File: config.mk
export PLATFORM = sky130hd
export DESIGN_NAME = vga_timing_generator
export DESIGN_NICKNAME = d
export VERILOG_FILES = /design/src/rtl/vga_timing_pkg.sv /design/src/rtl/vga_axis_counter.sv /design/src/rtl/vga_timing_generator.sv
export SDC_FILE = /design/constraint.sdc
export NUM_CORES = 1
export LEC_CHECK = 0
export CORE_ASPECT_RATIO = 1.25
export CORE_MARGIN = 2
export CORE_UTILIZATION = 25
export CTS_CLUSTER_SIZE = 25
export DETAILED_ROUTE_END_ITERATION = 8
export SLEW_MARGIN = 10
export SYNTH_ARGS = -nofsm -noshare
export SYNTH_HDL_FRONTEND = slang
export SYNTH_HIERARCHICAL = 1
export SYNTH_SLANG_ARGS = --single-unit
File: constraint.sdc
create_clock -name i_clk -period 6.1 [get_ports i_clk]
set_input_delay 1.22 -clock i_clk [delete_from_list [all_inputs] [get_ports i_clk]]
set_output_delay 1.22 -clock i_clk [all_outputs]
set_load 0.01 [all_outputs]
File: src/rtl/vga_timing_pkg.sv
// Shared 640x480@60 timing constants, coordinate widths and the per-axis phase type
// for the VGA timing generator.
package vga_timing_pkg;

  localparam int unsigned VGA_CLK_DIV  = 4;
  localparam int unsigned VGA_H_ACTIVE = 640;
  localparam int unsigned VGA_H_FP     = 16;
  localparam int unsigned VGA_H_SYNC   = 96;
  localparam int unsigned VGA_H_BP     = 48;
  localparam int unsigned VGA_V_ACTIVE = 480;
  localparam int unsigned VGA_V_FP     = 10;
  localparam int unsigned VGA_V_SYNC   = 2;
  localparam int unsigned VGA_V_BP     = 33;

  localparam int unsigned VGA_H_TOTAL = VGA_H_ACTIVE + VGA_H_FP + VGA_H_SYNC + VGA_H_BP;
  localparam int unsigned VGA_V_TOTAL = VGA_V_ACTIVE + VGA_V_FP + VGA_V_SYNC + VGA_V_BP;

  localparam int unsigned X_W   = 11;
  localparam int unsigned Y_W   = 10;
  localparam int unsigned X_MAX = (1 << X_W) - 1;
  localparam int unsigned Y_MAX = (1 << Y_W) - 1;

  typedef enum logic [1:0] {
    PH_ACTIVE,
    PH_FRONT,
    PH_SYNC,
    PH_BACK
  } phase_e;

  // Full-scale or dark level for one test-pattern colour channel.
  function automatic logic [3:0] tp_level(input logic on);
    return on ? 4'hF : 4'h0;
  endfunction

endpackage

File: src/rtl/vga_axis_counter.sv
// One timing axis (horizontal or vertical): position counter plus phase FSM.
// count_c/phase_c are the values loaded at this edge so the parent can register aligned outputs.
module vga_axis_counter
  import vga_timing_pkg::*;
#(
  parameter int unsigned ACTIVE_LEN      = 640,
  parameter int unsigned FP_LEN          = 16,
  parameter int unsigned SYNC_LEN        = 96,
  parameter int unsigned BP_LEN          = 48,
  parameter int unsigned CNT_W           = 11,
  parameter bit          SYNC_ACTIVE_LOW = 1'b1
) (
  input  logic             i_clk,
  input  logic             i_rst_n,
  input  logic             en,
  output logic [CNT_W-1:0] count_c,
  output phase_e           phase_c,
  output logic             sync,
  output logic             wrap_c
);

  localparam int unsigned TOTAL = ACTIVE_LEN + FP_LEN + SYNC_LEN + BP_LEN;
  localparam logic [CNT_W-1:0] LAST        = CNT_W'(TOTAL - 1);
  localparam logic [CNT_W-1:0] FRONT_START = CNT_W'(ACTIVE_LEN);
  localparam logic [CNT_W-1:0] SYNC_START  = CNT_W'(ACTIVE_LEN + FP_LEN);
  localparam logic [CNT_W-1:0] BACK_START  = CNT_W'(ACTIVE_LEN + FP_LEN + SYNC_LEN);
  localparam logic             SYNC_ON     = ~SYNC_ACTIVE_LOW;

  logic [CNT_W-1:0] count;
  phase_e           phase;

  // Next position and phase; the phase changes on the step into its first count.
  always_comb begin
    count_c = count;
    phase_c = phase;
    wrap_c  = 1'b0;
    if (en) begin
      if (count == LAST) begin
        count_c = '0;
        wrap_c  = 1'b1;
      end else begin
        count_c = count + CNT_W'(1);
      end
      case (phase)
        PH_ACTIVE: if (count_c == FRONT_START) phase_c = PH_FRONT;
        PH_FRONT:  if (count_c == SYNC_START)  phase_c = PH_SYNC;
        PH_SYNC:   if (count_c == BACK_START)  phase_c = PH_BACK;
        PH_BACK:   if (count_c == '0)          phase_c = PH_ACTIVE;
      endcase
    end
  end

  always_ff @(posedge i_clk) begin
    if (!i_rst_n) begin
      count <= LAST;
      phase <= PH_BACK;
      sync  <= ~SYNC_ON;
    end else if (en) begin
      count <= count_c;
      phase <= phase_c;
      sync  <= (phase_c == PH_SYNC) ? SYNC_ON : ~SYNC_ON;
    end
  end

endmodule

File: src/rtl/vga_timing_generator.sv
// VGA pixel-coordinate / sync generator with a clock-divided pixel strobe.
// Define VGA_TESTPAT_EN to add an 8-bar colour test pattern on o_tp_red/green/blue.
module vga_timing_generator
  import vga_timing_pkg::*;
#(
  parameter int unsigned CLK_DIV         = VGA_CLK_DIV,
  parameter int unsigned H_ACTIVE        = VGA_H_ACTIVE,
  parameter int unsigned H_FP            = VGA_H_FP,
  parameter int unsigned H_SYNC          = VGA_H_SYNC,
  parameter int unsigned H_BP            = VGA_H_BP,
  parameter int unsigned V_ACTIVE        = VGA_V_ACTIVE,
  parameter int unsigned V_FP            = VGA_V_FP,
  parameter int unsigned V_SYNC          = VGA_V_SYNC,
  parameter int unsigned V_BP            = VGA_V_BP,
  parameter int unsigned SYNC_ACTIVE_LOW = 1
) (
  input  logic           i_clk,
  input  logic           i_rst_n,
  output logic [X_W-1:0] o_x,
  output logic [Y_W-1:0] o_y,
  output logic           o_active,
  output logic           o_hsync,
  output logic           o_vsync,
  output logic           o_pix_stb,
  output logic           o_frame_start
`ifdef VGA_TESTPAT_EN
  ,
  output logic [3:0]     o_tp_red,
  output logic [3:0]     o_tp_green,
  output logic [3:0]     o_tp_blue
`endif
);

  localparam int unsigned H_TOTAL = H_ACTIVE + H_FP + H_SYNC + H_BP;
  localparam int unsigned V_TOTAL = V_ACTIVE + V_FP + V_SYNC + V_BP;
  localparam int unsigned DIV_W   = (CLK_DIV > 1) ? $clog2(CLK_DIV) : 1;
  localparam bit          SYNC_LOW = (SYNC_ACTIVE_LOW != 0);

  if (CLK_DIV < 1) begin : g_div_check
    $error("CLK_DIV must be at least 1");
  end
  if (H_TOTAL > X_MAX) begin : g_h_check
    $error("H_TOTAL does not fit the x coordinate width");
  end
  if (V_TOTAL > Y_MAX) begin : g_v_check
    $error("V_TOTAL does not fit the y coordinate width");
  end

  logic [DIV_W-1:0] div_cnt;
  logic             stb_c;
  logic [X_W-1:0]   h_cnt_c;
  logic [Y_W-1:0]   v_cnt_c;
  phase_e           h_phase_c;
  phase_e           v_phase_c;
  logic             h_wrap_c;
  logic             v_wrap_c;
  logic             vis_c;

  assign stb_c = (div_cnt == DIV_W'(CLK_DIV - 1));
  assign vis_c = (h_phase_c == PH_ACTIVE) && (v_phase_c == PH_ACTIVE);

  always_ff @(posedge i_clk) begin
    if (!i_rst_n) div_cnt <= '0;
    else          div_cnt <= stb_c ? '0 : div_cnt + DIV_W'(1);
  end

  vga_axis_counter #(
    .ACTIVE_LEN     (H_ACTIVE),
    .FP_LEN         (H_FP),
    .SYNC_LEN       (H_SYNC),
    .BP_LEN         (H_BP),
    .CNT_W          (X_W),
    .SYNC_ACTIVE_LOW(SYNC_LOW)
  ) u_h_axis (
    .i_clk  (i_clk),
    .i_rst_n(i_rst_n),
    .en     (stb_c),
    .count_c(h_cnt_c),
    .phase_c(h_phase_c),
    .sync   (o_hsync),
    .wrap_c (h_wrap_c)
  );

  // Vertical axis steps once per line, on the horizontal wrap.
  vga_axis_counter #(
    .ACTIVE_LEN     (V_ACTIVE),
    .FP_LEN         (V_FP),
    .SYNC_LEN       (V_SYNC),
    .BP_LEN         (V_BP),
    .CNT_W          (Y_W),
    .SYNC_ACTIVE_LOW(SYNC_LOW)
  ) u_v_axis (
    .i_clk  (i_clk),
    .i_rst_n(i_rst_n),
    .en     (h_wrap_c),
    .count_c(v_cnt_c),
    .phase_c(v_phase_c),
    .sync   (o_vsync),
    .wrap_c (v_wrap_c)
  );

`ifdef VGA_TESTPAT_EN
  localparam int unsigned BAR_W = H_ACTIVE / 8;
  logic [2:0] bar_c;
  assign bar_c = 3'(h_cnt_c / X_W'(BAR_W));
`endif

  always_ff @(posedge i_clk) begin
    if (!i_rst_n) o_pix_stb <= 1'b0;
    else          o_pix_stb <= stb_c;
  end

  // Coordinates track the counters loaded at the same strobe edge; a vertical wrap is (0,0).
  always_ff @(posedge i_clk) begin
    if (!i_rst_n) begin
      o_x           <= '0;
      o_y           <= '0;
      o_active      <= 1'b0;
      o_frame_start <= 1'b0;
`ifdef VGA_TESTPAT_EN
      o_tp_red      <= 4'h0;
      o_tp_green    <= 4'h0;
      o_tp_blue     <= 4'h0;
`endif
    end else if (stb_c) begin
      o_x           <= vis_c ? (h_cnt_c + X_W'(1)) : '0;
      o_y           <= (v_phase_c == PH_ACTIVE) ? (v_cnt_c + Y_W'(1)) : '0;
      o_active      <= vis_c;
      o_frame_start <= v_wrap_c;
`ifdef VGA_TESTPAT_EN
      o_tp_red      <= tp_level(vis_c & bar_c[2]);
      o_tp_green    <= tp_level(vis_c & bar_c[1]);
      o_tp_blue     <= tp_level(vis_c & bar_c[0]);
`endif
    end
  end

endmodule

==> results of run 1 <==
==> final cells by class <==
type | count | area (um2)
Fill cell | 1327 | 8840
Clock buffer | 5 | 125
Sequential cell | 53 | 1060
Inverter | 12 | 45.0
Tap cell | 168 | 210
Clock inverter | 3 | 50.0
Timing Repair Buffer | 29 | 285
Multi-Input combinational cell | 301 | 1980
==> where the power goes <==
group	total, mW	internal, mW	switching [mW]
clock network	0.336	0.198	0.139
logic	0.171	0.0652	0.106
registers	0.372	0.356	0.0160
total	0.879	0.619	0.261
==> worst register-to-register path, cell delays in order, from the launching register on <==
cell and delay [ns]:
dfxtp_1 0.42, or4_4 0.57, nor2_1 0.18, nand2_1 0.14, nor2_1 0.73, inv_1 0.32
a31oi_1 0.33, o21ai_0 0.14, nand4bb_1 0.43, or3_4 0.55, o21ai_0 0.20
==> layer usage <==
layer / wire length (um) / up-vias
met5: 0 / -
met4: 68 / 0
met3: 171 / 4
met2: 4430 / 34
met1: 3130 / 1329
li1: - / 1409
==> sequential cells by signal, indices dropped and copies added, names as in the netlist <==
register and flops:
div_cnt 2, o_pix_stb 1, o_frame_start 1, u_h_axis/sync 1
u_h_axis/phase 2, u_v_axis/phase 2, u_v_axis/sync 1, u_v_axis/count 10
o_x 11, o_y 10, u_h_axis/count 11, o_active 1
==> logic make-up (layout without fill, tap and decap cells) <==
| group | Yosys count | after routing | share of synthesized area, % |
|---|---|---|---|
| multiplexers | 3 | 3 | 1.01 |
| flip-flops | 53 | 53 | 33.0 |
| AO/OA/AOI/OAI | 78 | 78 | 16.7 |
| adder cells (fa/ha/maj) | 7 | 7 | 2.73 |
| buffers and inverters | 33 | 49 | 5.18 |
| XOR/XNOR | 34 | 34 | 9.27 |
| AND/OR/NAND/NOR | 179 | 179 | 32.0 |
==> cells in the final DEF, fill, tap and decap left out, types with 2 or more instances in the layout <==
| cell | n |
|---|---|
| nor4_1 | 5 |
| nor3_1 | 7 |
| dfxtp_1 | 53 |
| a22oi_1 | 3 |
| o21ai_0 | 29 |
| inv_1 | 12 |
| clkbuf_16 | 5 |
| o21ai_2 | 3 |
| or2_2 | 9 |
| and3_1 | 5 |
| xnor2_1 | 18 |
| nand3_2 | 3 |
| buf_4 | 2 |
| o21ai_1 | 7 |
| and2_1 | 16 |
| and4_1 | 4 |
| nor2b_1 | 4 |
| nand2b_1 | 2 |
| nor4b_1 | 2 |
| xor2_1 | 16 |
| mux2_2 | 2 |
| a211o_2 | 2 |
| nand2_1 | 53 |
| o211ai_1 | 3 |
| a21oi_1 | 5 |
| a31oi_1 | 4 |
| o31ai_1 | 2 |
| ha_1 | 7 |
| or3_4 | 3 |
| clkdlybuf4s50_1 | 27 |
| nand3_1 | 17 |
| nand4b_1 | 2 |
| nand4_1 | 14 |
| nor2_1 | 18 |
| or4_4 | 2 |
==> per-stage QoR <==
step                power (mW)  area (um2)  cells  hold WS [ns]
floorplan                0.511        3210    387         0.398
global placement         0.548        3580    563         0.407
detailed placement       0.551        3580    563         0.425
CTS                      0.889        3760    571         0.437
global route             0.919        3760    571         0.468
finish                   0.879        3760    571         0.428
==> path summary, 6_finish.rpt <==
| path | to | cells past startpoint |
|---|---|---|
| setup / recovery | o_x[2] | 10 |
| hold / removal | div_cnt[0] | 1 |
| setup reg to reg | o_x[2] | 10 |
| hold reg to reg | div_cnt[0] | 1 |
==> metrics.csv, run 1 <==
stage;metric;value;unit
global_route;top_usage_layer;met2;
route;drc;0;
clock_tree;clock_latency;0.30;ns
clock_tree;clockRootBuffer;clkbuf_16;
global_route;overflow;0;
min_path;hp-start;div_cnt[0];
clock_tree;htreeDepth;2;
sta;finalSetupViolations;0;
pwr;powerDensity;234;nW/um2
yosys;synth.avg_cell_area;8.30;um2
pwr;irDropWorstVdd;0.000112;V
yosys;synth_top_cell_area_share;33.0;%
clock_tree;cts_resized;0;
floorplan;rows;46;
setup_path;rrSetupSlack;2.01;ns
global_route;use_met1;12.8;%
clock_tree;cts_tree;built;
global_route;grt_pass1_wl;13400;um
yosys;syn_area;3210;um2
route;num_vias;2776;
setup_path;worstPathRequired;6.32;ns
floorplan;coreArea;12600;um2
sta;setup_slack;2.01;ns
final_layout;final_nets;411;
final_layout;drive_above_1_share;10.9;%
floorplan;io_pins;28;
yosys;synth_seq_cells;53;
setup_path;path_buf_inv;1;
sta;period_share;67.0;%
sta;fmax;0.245;GHz
yosys;yosysWarnings;6;
yosys;yosys_most_used_dff;dfxtp_1;
sta;worstMarginPinSlew;0.928;ns
route;antenna_left;0;
route;dr.pass1.iters;4;
place;post-place-ws;2.08;ns
setup_path;slowest_stage;nor2_1;
global_route;grt.met2_usage;23.6;%
clock_tree;clock-sinks;53;
global_route;grt_max_degree;25;
global_route;grt.total_usage;11.9;%
floorplan;die_area;13800;um2
final_layout;area_delta_synth_final;17.1;%
route;viasPerCell;4.86;
sta;skew;0.00963;ns
pwr;p_leak;1.34;nW
setup_path;crit_arrival;4.30;ns
clock_tree;cts_max_path_buffers;2;
place;dp_hpwl;5920;um
setup_path;cp-startpoint;u_h_axis/count[5];
sta;fin_crit;4.09;ns
sta;tns;0;ns
final_layout;diodes;0;
min_path;hold_class;flop to flop;
global_route;antenna_found_initial;0;
setup_path;cp_cell_sequence;or4_4 > nor2_1 > nand2_1 > nor2_1 > inv_1 > a31oi_1 > o21ai_0 > nand4bb_1 > or3_4 > o21ai_0;
clock_tree;path_clk_slew;0.07;ns
yosys;ys_async_sr_fraction;0;%
yosys;netlist_top_cells_area;dfxtp_1 (33%), nand2_1 (6.2%), xnor2_1 (4.9%);
setup_path;critPathCaptureType;flop;
floorplan;dieHeight;131;um
final_layout;fin_util;29.8;%
yosys;synthTopCellsByCount;dfxtp_1 (53), nand2_1 (53), o21ai_0 (29);
clock_tree;postCtsHoldBufs;0;
setup_path;crit_path_max_fanout;17;
status;status;complete, no violations;
setup_path;r2r_start;u_h_axis/count[5];
sta;rsz0062_at_grt;no;
place;place.gp.congestion;0.879;
sta;slew_viol_final;0;
yosys;syn_inst;387;
run;maxCapViolCount;0;
yosys;synth_nets;396;
global_route;met3_usage;1.74;%
sta;finalHoldViolCount;0;
place;port_buffers;27;
setup_path;critPathMaxStageDelay;0.73;ns
yosys;yosys.area.top_type;dfxtp_1;
setup_path;cp-start-kind;flop;
route;drt-wirelength-per-cell;13.7;um
clock_tree;postCtsSetupBuffers;0;
route;drt_iter0_markers;100;
setup_path;crit_type;flop to flop;
global_route;first_global_vias;2713;
yosys;ys_types;71;
route;drt-total-wl;7810;um
setup_path;critPathTopFamily;simple AND/OR/NAND/NOR gates;
sta;maxSlewHeadroom;37.9;%
yosys;ys_seq_area_share;33.0;%
yosys;synth_edf_count;0;
floorplan;start_util;25.5;%
floorplan;die_x;105;um
clock_tree;cts-buffers-inserted;5;
No activity file was read; power rests on OpenSTA's default activity.
==> run 2, diff against run 1 <==
Clock period 6.1 ns to 4.29 ns, I/O delays scaled along.
==> metrics.csv, run 2 (synthesis results as in run 1) <==
stage;metric;value;unit;change
setup_path;cp-start-kind;flop;;
final_layout;top_regs;o_x: 11 flops, u_h_axis/count: 11 flops;;
global_route;grt_max_degree;25;;unchanged
route;drt-total-wl;7930;um;+1.6%
sta;fmax;0.294;GHz;+20%
pwr;powerDensity;320;nW/um2;+37%
sta;fin_crit;3.40;ns;-0.682 ns
setup_path;crit_path_max_fanout;17;;unchanged
clock_tree;cts_resized;0;;unchanged
global_route;overflow;0;;unchanged
sta;rsz0062_at_grt;no;;
clock_tree;postCtsHoldBufs;0;;unchanged
clock_tree;clockRootBuffer;clkbuf_16;;
clock_tree;cts_max_path_buffers;2;;unchanged
sta;finalSetupViolations;0;;unchanged
global_route;first_global_vias;2750;;+1.4%
floorplan;io_pins;28;;unchanged
final_layout;drive_above_1_share;11.4;%;+0.44 points
status;status;complete, no violations;;
floorplan;die_x;105;um;unchanged
final_layout;diodes;0;;unchanged
place;post-place-ws;0.906;ns;-1.17 ns
place;dp_hpwl;6010;um;+1.5%
route;viasPerCell;4.93;;+1.4%
final_layout;fillers;1332;;+0.38%
clock_tree;cts_tree;built;;
pwr;irDropWorstVdd;0.000166;V;+48%
sta;worstMarginPinSlew;0.710;ns;-0.217 ns
setup_path;crit_arrival;3.62;ns;-0.68 ns
clock_tree;htreeDepth;2;;unchanged
sta;hold_slack;0.421;ns;-0.00687 ns
final_layout;area_delta_synth_final;17.0;%;
setup_path;slowest_stage;or4_4;;
pwr;p_leak;1.34;nW;-0.12%
run;maxCapViolCount;0;;unchanged
floorplan;die_area;13800;um2;unchanged
sta;period_share;79.4;%;+12 points
route;antenna_left;0;;unchanged
final_layout;most-common-layout-cells;nand2_1 (53), dfxtp_1 (53), o21ai_0 (29);;
setup_path;cp_cell_sequence;or4_4 > nor2_1 > nand2_1 > nor2_1 > buf_4 > inv_1 > a31oi_1 > o21ai_0 > nand4bb_1 > or3_4 > o21ai_0;;
min_path;hold_class;flop to flop;;
setup_path;critPathCaptureType;flop;;
setup_path;path_buf_inv;2;;+1
final_layout;final_nets;413;;+0.49%
sta;skew;0.00380;ns;-0.00583 ns
route;num_vias;2826;;+1.8%
floorplan;start_util;25.5;%;unchanged
route;dr.pass1.iters;4;;unchanged
sta;tns;0;ns;unchanged
setup_path;crit_type;flop to flop;;
route;drt-wirelength-per-cell;13.8;um;+1.3%
place;port_buffers;27;;unchanged
global_route;grt.total_usage;11.9;%;about the same
setup_path;critPathMaxStageDelay;0.57;ns;-0.16 ns
place;place.gp.congestion;0.873;;-0.63%
sta;finalHoldViolCount;0;;unchanged
clock_tree;clock_latency;0.29;ns;about the same
floorplan;coreArea;12600;um2;unchanged
setup_path;critPathTopFamily;simple AND/OR/NAND/NOR gates;;
sta;maxSlewHeadroom;52.1;%;+14 points
sta;slew_viol_final;0;;unchanged
clock_tree;path_clk_slew;0.07;ns;about the same
route;drt_iter0_markers;115;;+15%
setup_path;worstPathRequired;4.51;ns;-1.81 ns
global_route;grt_pass1_wl;13400;um;+0.31%
route;drc;0;;unchanged
floorplan;dieHeight;131;um;unchanged
global_route;antenna_found_initial;0;;unchanged
sta;setup_slack;0.885;ns;-1.13 ns
floorplan;rows;46;;unchanged
clock_tree;cts-buffers-inserted;5;;unchanged
clock_tree;clock-sinks;53;;unchanged
clock_tree;postCtsSetupBuffers;0;;unchanged
==> run 2: worst paths after layout <==
| kind | end | cells past startpoint | startpoint | slack (ns) |
|---|---|---|---|---|
| worst min register to register | div_cnt[0] | 1 | div_cnt[0] | 0.42 |
| worst min-delay path | div_cnt[0] | 1 | div_cnt[0] | 0.42 |
| worst max-delay path | o_x[2] | 11 | u_h_axis/count[5] | 0.89 |
| worst max register to register | o_x[2] | 11 | u_h_axis/count[5] | 0.89 |
==> run 2: report_power, final <==
| group | internal [mW] | leakage, nW | switching (mW) |
|---|---|---|---|
| Sequential | 0.506 | 0.429 | 0.0234 |
| Clock | 0.235 | 0.0735 | 0.192 |
| Combinational | 0.0943 | 0.839 | 0.150 |
| Total | 0.835 | 1.34 | 0.366 |
==> run 2: layout make-up <==
type | instances | area (um2) | share of cell area [%]
Clock buffer | 6 | 139 | 3.70
Clock inverter | 2 | 16.3 | 0.433
Inverter | 12 | 45.0 | 1.20
Multi-Input combinational cell | 301 | 1980 | 52.8
Sequential cell | 53 | 1060 | 28.3
Tap cell | 168 | 210 | 5.60
Timing Repair Buffer | 31 | 300 | 8.00
==> run 2: per-stage QoR <==
stage | util, % | cell area [um2] | std cells | power [mW]
floorplan | - | 3210 | 387 | 0.726
global route | 29.8 | 3750 | 573 | 1.26
CTS | 29.8 | 3750 | 573 | 1.21
detailed placement | 28.6 | 3600 | 565 | 0.783
global placement | 28.6 | 3600 | 565 | 0.781
finish | 29.8 | 3750 | 573 | 1.20
==> run 2: metal layers <==
metal	share of wire [%]	routed length, um	global-route usage (%)
met5	0	0	0
met2	55	4360	23.4
met4	2.6	209	5.18
met1	39	3110	12.8
met3	3.3	258	1.49
==> run 3, diff against run 2 <==
Clock period 4.29 ns to 3.3 ns, I/O delays scaled along.
==> metrics.csv, run 3 (synthesis results as in run 1) <==
stage;metric;value;unit;change
status;status;complete, no violations;;
global_route;antenna_found_initial;0;;unchanged
floorplan;start_util;25.5;%;unchanged
floorplan;dieHeight;131;um;unchanged
sta;finalSetupViolations;0;;unchanged
clock_tree;clock-sinks;53;;unchanged
pwr;power;1.57;mW;+30%
final_layout;top_regs;o_x: 11 flops, u_h_axis/count: 11 flops;;
clock_tree;path_clk_slew;0.07;ns;about the same
sta;period_share;90.8;%;+11 points
final_layout;area_delta_synth_final;18.6;%;
clock_tree;postCtsHoldBufs;0;;unchanged
route;drt_iter0_markers;109;;-5.2%
route;num_vias;2783;;-1.5%
floorplan;coreArea;12600;um2;unchanged
sta;worstMarginPinSlew;0.581;ns;-0.129 ns
sta;setup_slack;0.303;ns;-0.583 ns
place;place.gp.congestion;0.912;;+4.5%
floorplan;die_area;13800;um2;unchanged
final_layout;most-common-layout-cells;nand2_1 (53), dfxtp_1 (53), o21ai_0 (28);;
global_route;grt.total_usage;11.9;%;-0.080 points
setup_path;r2r-end;o_y[6];;
clock_tree;cts-buffers-inserted;5;;unchanged
sta;rsz0062_at_grt;no;;
global_route;grt_pass1_wl;13300;um;-0.51%
sta;skew;0.00639;ns;+0.00259 ns
clock_tree;clock_latency;0.29;ns;about the same
global_route;overflow;0;;unchanged
min_path;hold_class;flop to flop;;
place;post-place-ws;0.334;ns;-0.572 ns
sta;finalHoldViolCount;0;;unchanged
setup_path;crit_type;flop to flop;;
setup_path;cp-startpoint;u_h_axis/count[5];;
sta;slew_viol_final;0;;unchanged
setup_path;crit_path_max_fanout;16;;-1
global_route;first_global_vias;2785;;+1.3%
clock_tree;cts_max_path_buffers;2;;unchanged
route;dr.pass1.iters;4;;unchanged
final_layout;diodes;0;;unchanged
setup_path;cp-start-kind;flop;;
final_layout;final_nets;420;;+1.7%
setup_path;worstPathRequired;3.52;ns;-0.99 ns
sta;fin_crit;3.00;ns;-0.407 ns
min_path;hp-start;div_cnt[0];;
floorplan;rows;46;;unchanged
route;drc;0;;unchanged
place;port_buffers;27;;unchanged
run;maxCapViolCount;0;;unchanged
route;viasPerCell;4.80;;-2.7%
pwr;irDropWorstVdd;0.000231;V;+39%
route;drt-wirelength-per-cell;13.5;um;-2.7%
clock_tree;htreeDepth;2;;unchanged
setup_path;rrSetupSlack;0.30;ns;-0.58 ns
pwr;powerDensity;411;nW/um2;+29%
sta;maxSlewHeadroom;60.9;%;+8.7 points
route;antenna_left;0;;unchanged
final_layout;fin_area;3810;um2;+1.4%
setup_path;crit_end;o_y[6];;
setup_path;critPathCaptureType;flop;;
place;dpl-instance-area;3650;um2;+1.5%
floorplan;io_pins;28;;unchanged
setup_path;r2r_start;u_h_axis/count[5];;
setup_path;reg2reg_depth;12;;+1
route;drt-total-wl;7810;um;-1.6%
sta;tns;0;ns;unchanged
final_layout;drive_above_1_share;12.9;%;+1.5 points
floorplan;die_x;105;um;unchanged
final_layout;fin_util;30.2;%;+0.43 points
sta;fmax;0.334;GHz;+14%
setup_path;crit_arrival;3.22;ns;-0.40 ns
clock_tree;clockRootBuffer;clkbuf_16;;
pwr;p_leak;1.38;nW;+2.9%
place;dp_hpwl;5810;um;-3.4%
global_route;grt_max_degree;25;;unchanged
clock_tree;cts_tree;built;;
==> run 3: changes by cell type in the layout (fill, tap and decap cells not counted) <==
cell	delta
o21ai_1	+1
clkinv_4	+1
o21ai_0	-1
clkinvlp_4	-1
buf_4	+7
==> run 3: power by group <==
part           total (mW)  internal, mW  switching [mW]
Combinational       0.326         0.125           0.201
Clock               0.554         0.307           0.248
Sequential          0.686         0.658          0.0283
Total                1.57          1.09           0.477
==> run 3: worst min path at each step <==
stage | endpoint | slack [ns] | cells after the start
finish | div_cnt[0] | 0.42 | 1
global route | div_cnt[0] | 0.44 | 1
CTS | div_cnt[0] | 0.43 | 1
detailed placement | div_cnt[0] | 0.42 | 1
global placement | div_cnt[0] | 0.41 | 1
floorplan | div_cnt[0] | 0.40 | 1
==> run 3: final cells by class <==
cell class / count / area [um2]
inverters: 12 / 45.0
fillers: 1312 / 8800
multi-input cells: 301 / 1980
well taps: 168 / 210
repair buffers: 38 / 353
flip-flops and latches: 53 / 1060
clock buffers: 6 / 139
clock inverters: 2 / 17.5
==> run 3: stage by stage <==
step	hold slack [ns]	instances
after floorplan	0.398	387
after global placement	0.409	572
after detailed placement	0.416	572
after CTS	0.428	580
after global routing	0.438	580
final	0.424	580
==> run 3: routing by layer <==
layer,routed length [um],global-route usage (%),vias to the layer above
li1,-,-,1421
met4,132,4.24,0
met3,160,2.03,9
met2,4210,22.9,30
met1,3300,13.0,1323
met5,0,0,-
==> run 3: timing repair <==
item	4_1_cts	5_1_grt
resized for setup	0	1
endpoints found under the setup margin	0	2
endpoints found under the hold margin	0	0
buffers inserted	0	0
==> run 3: critical path: stages, from the launching register on <==
cell	delay, ns
dfxtp_1	0.42
or4_4	0.57
nor2_1	0.18
nand2_1	0.14
nor2_1	0.17
buf_4	0.22
nand2_1	0.06
o21ai_0	0.23
ha_1	0.32
and3_1	0.22
nand3_1	0.10
xor2_1	0.14
o21ai_0	0.14
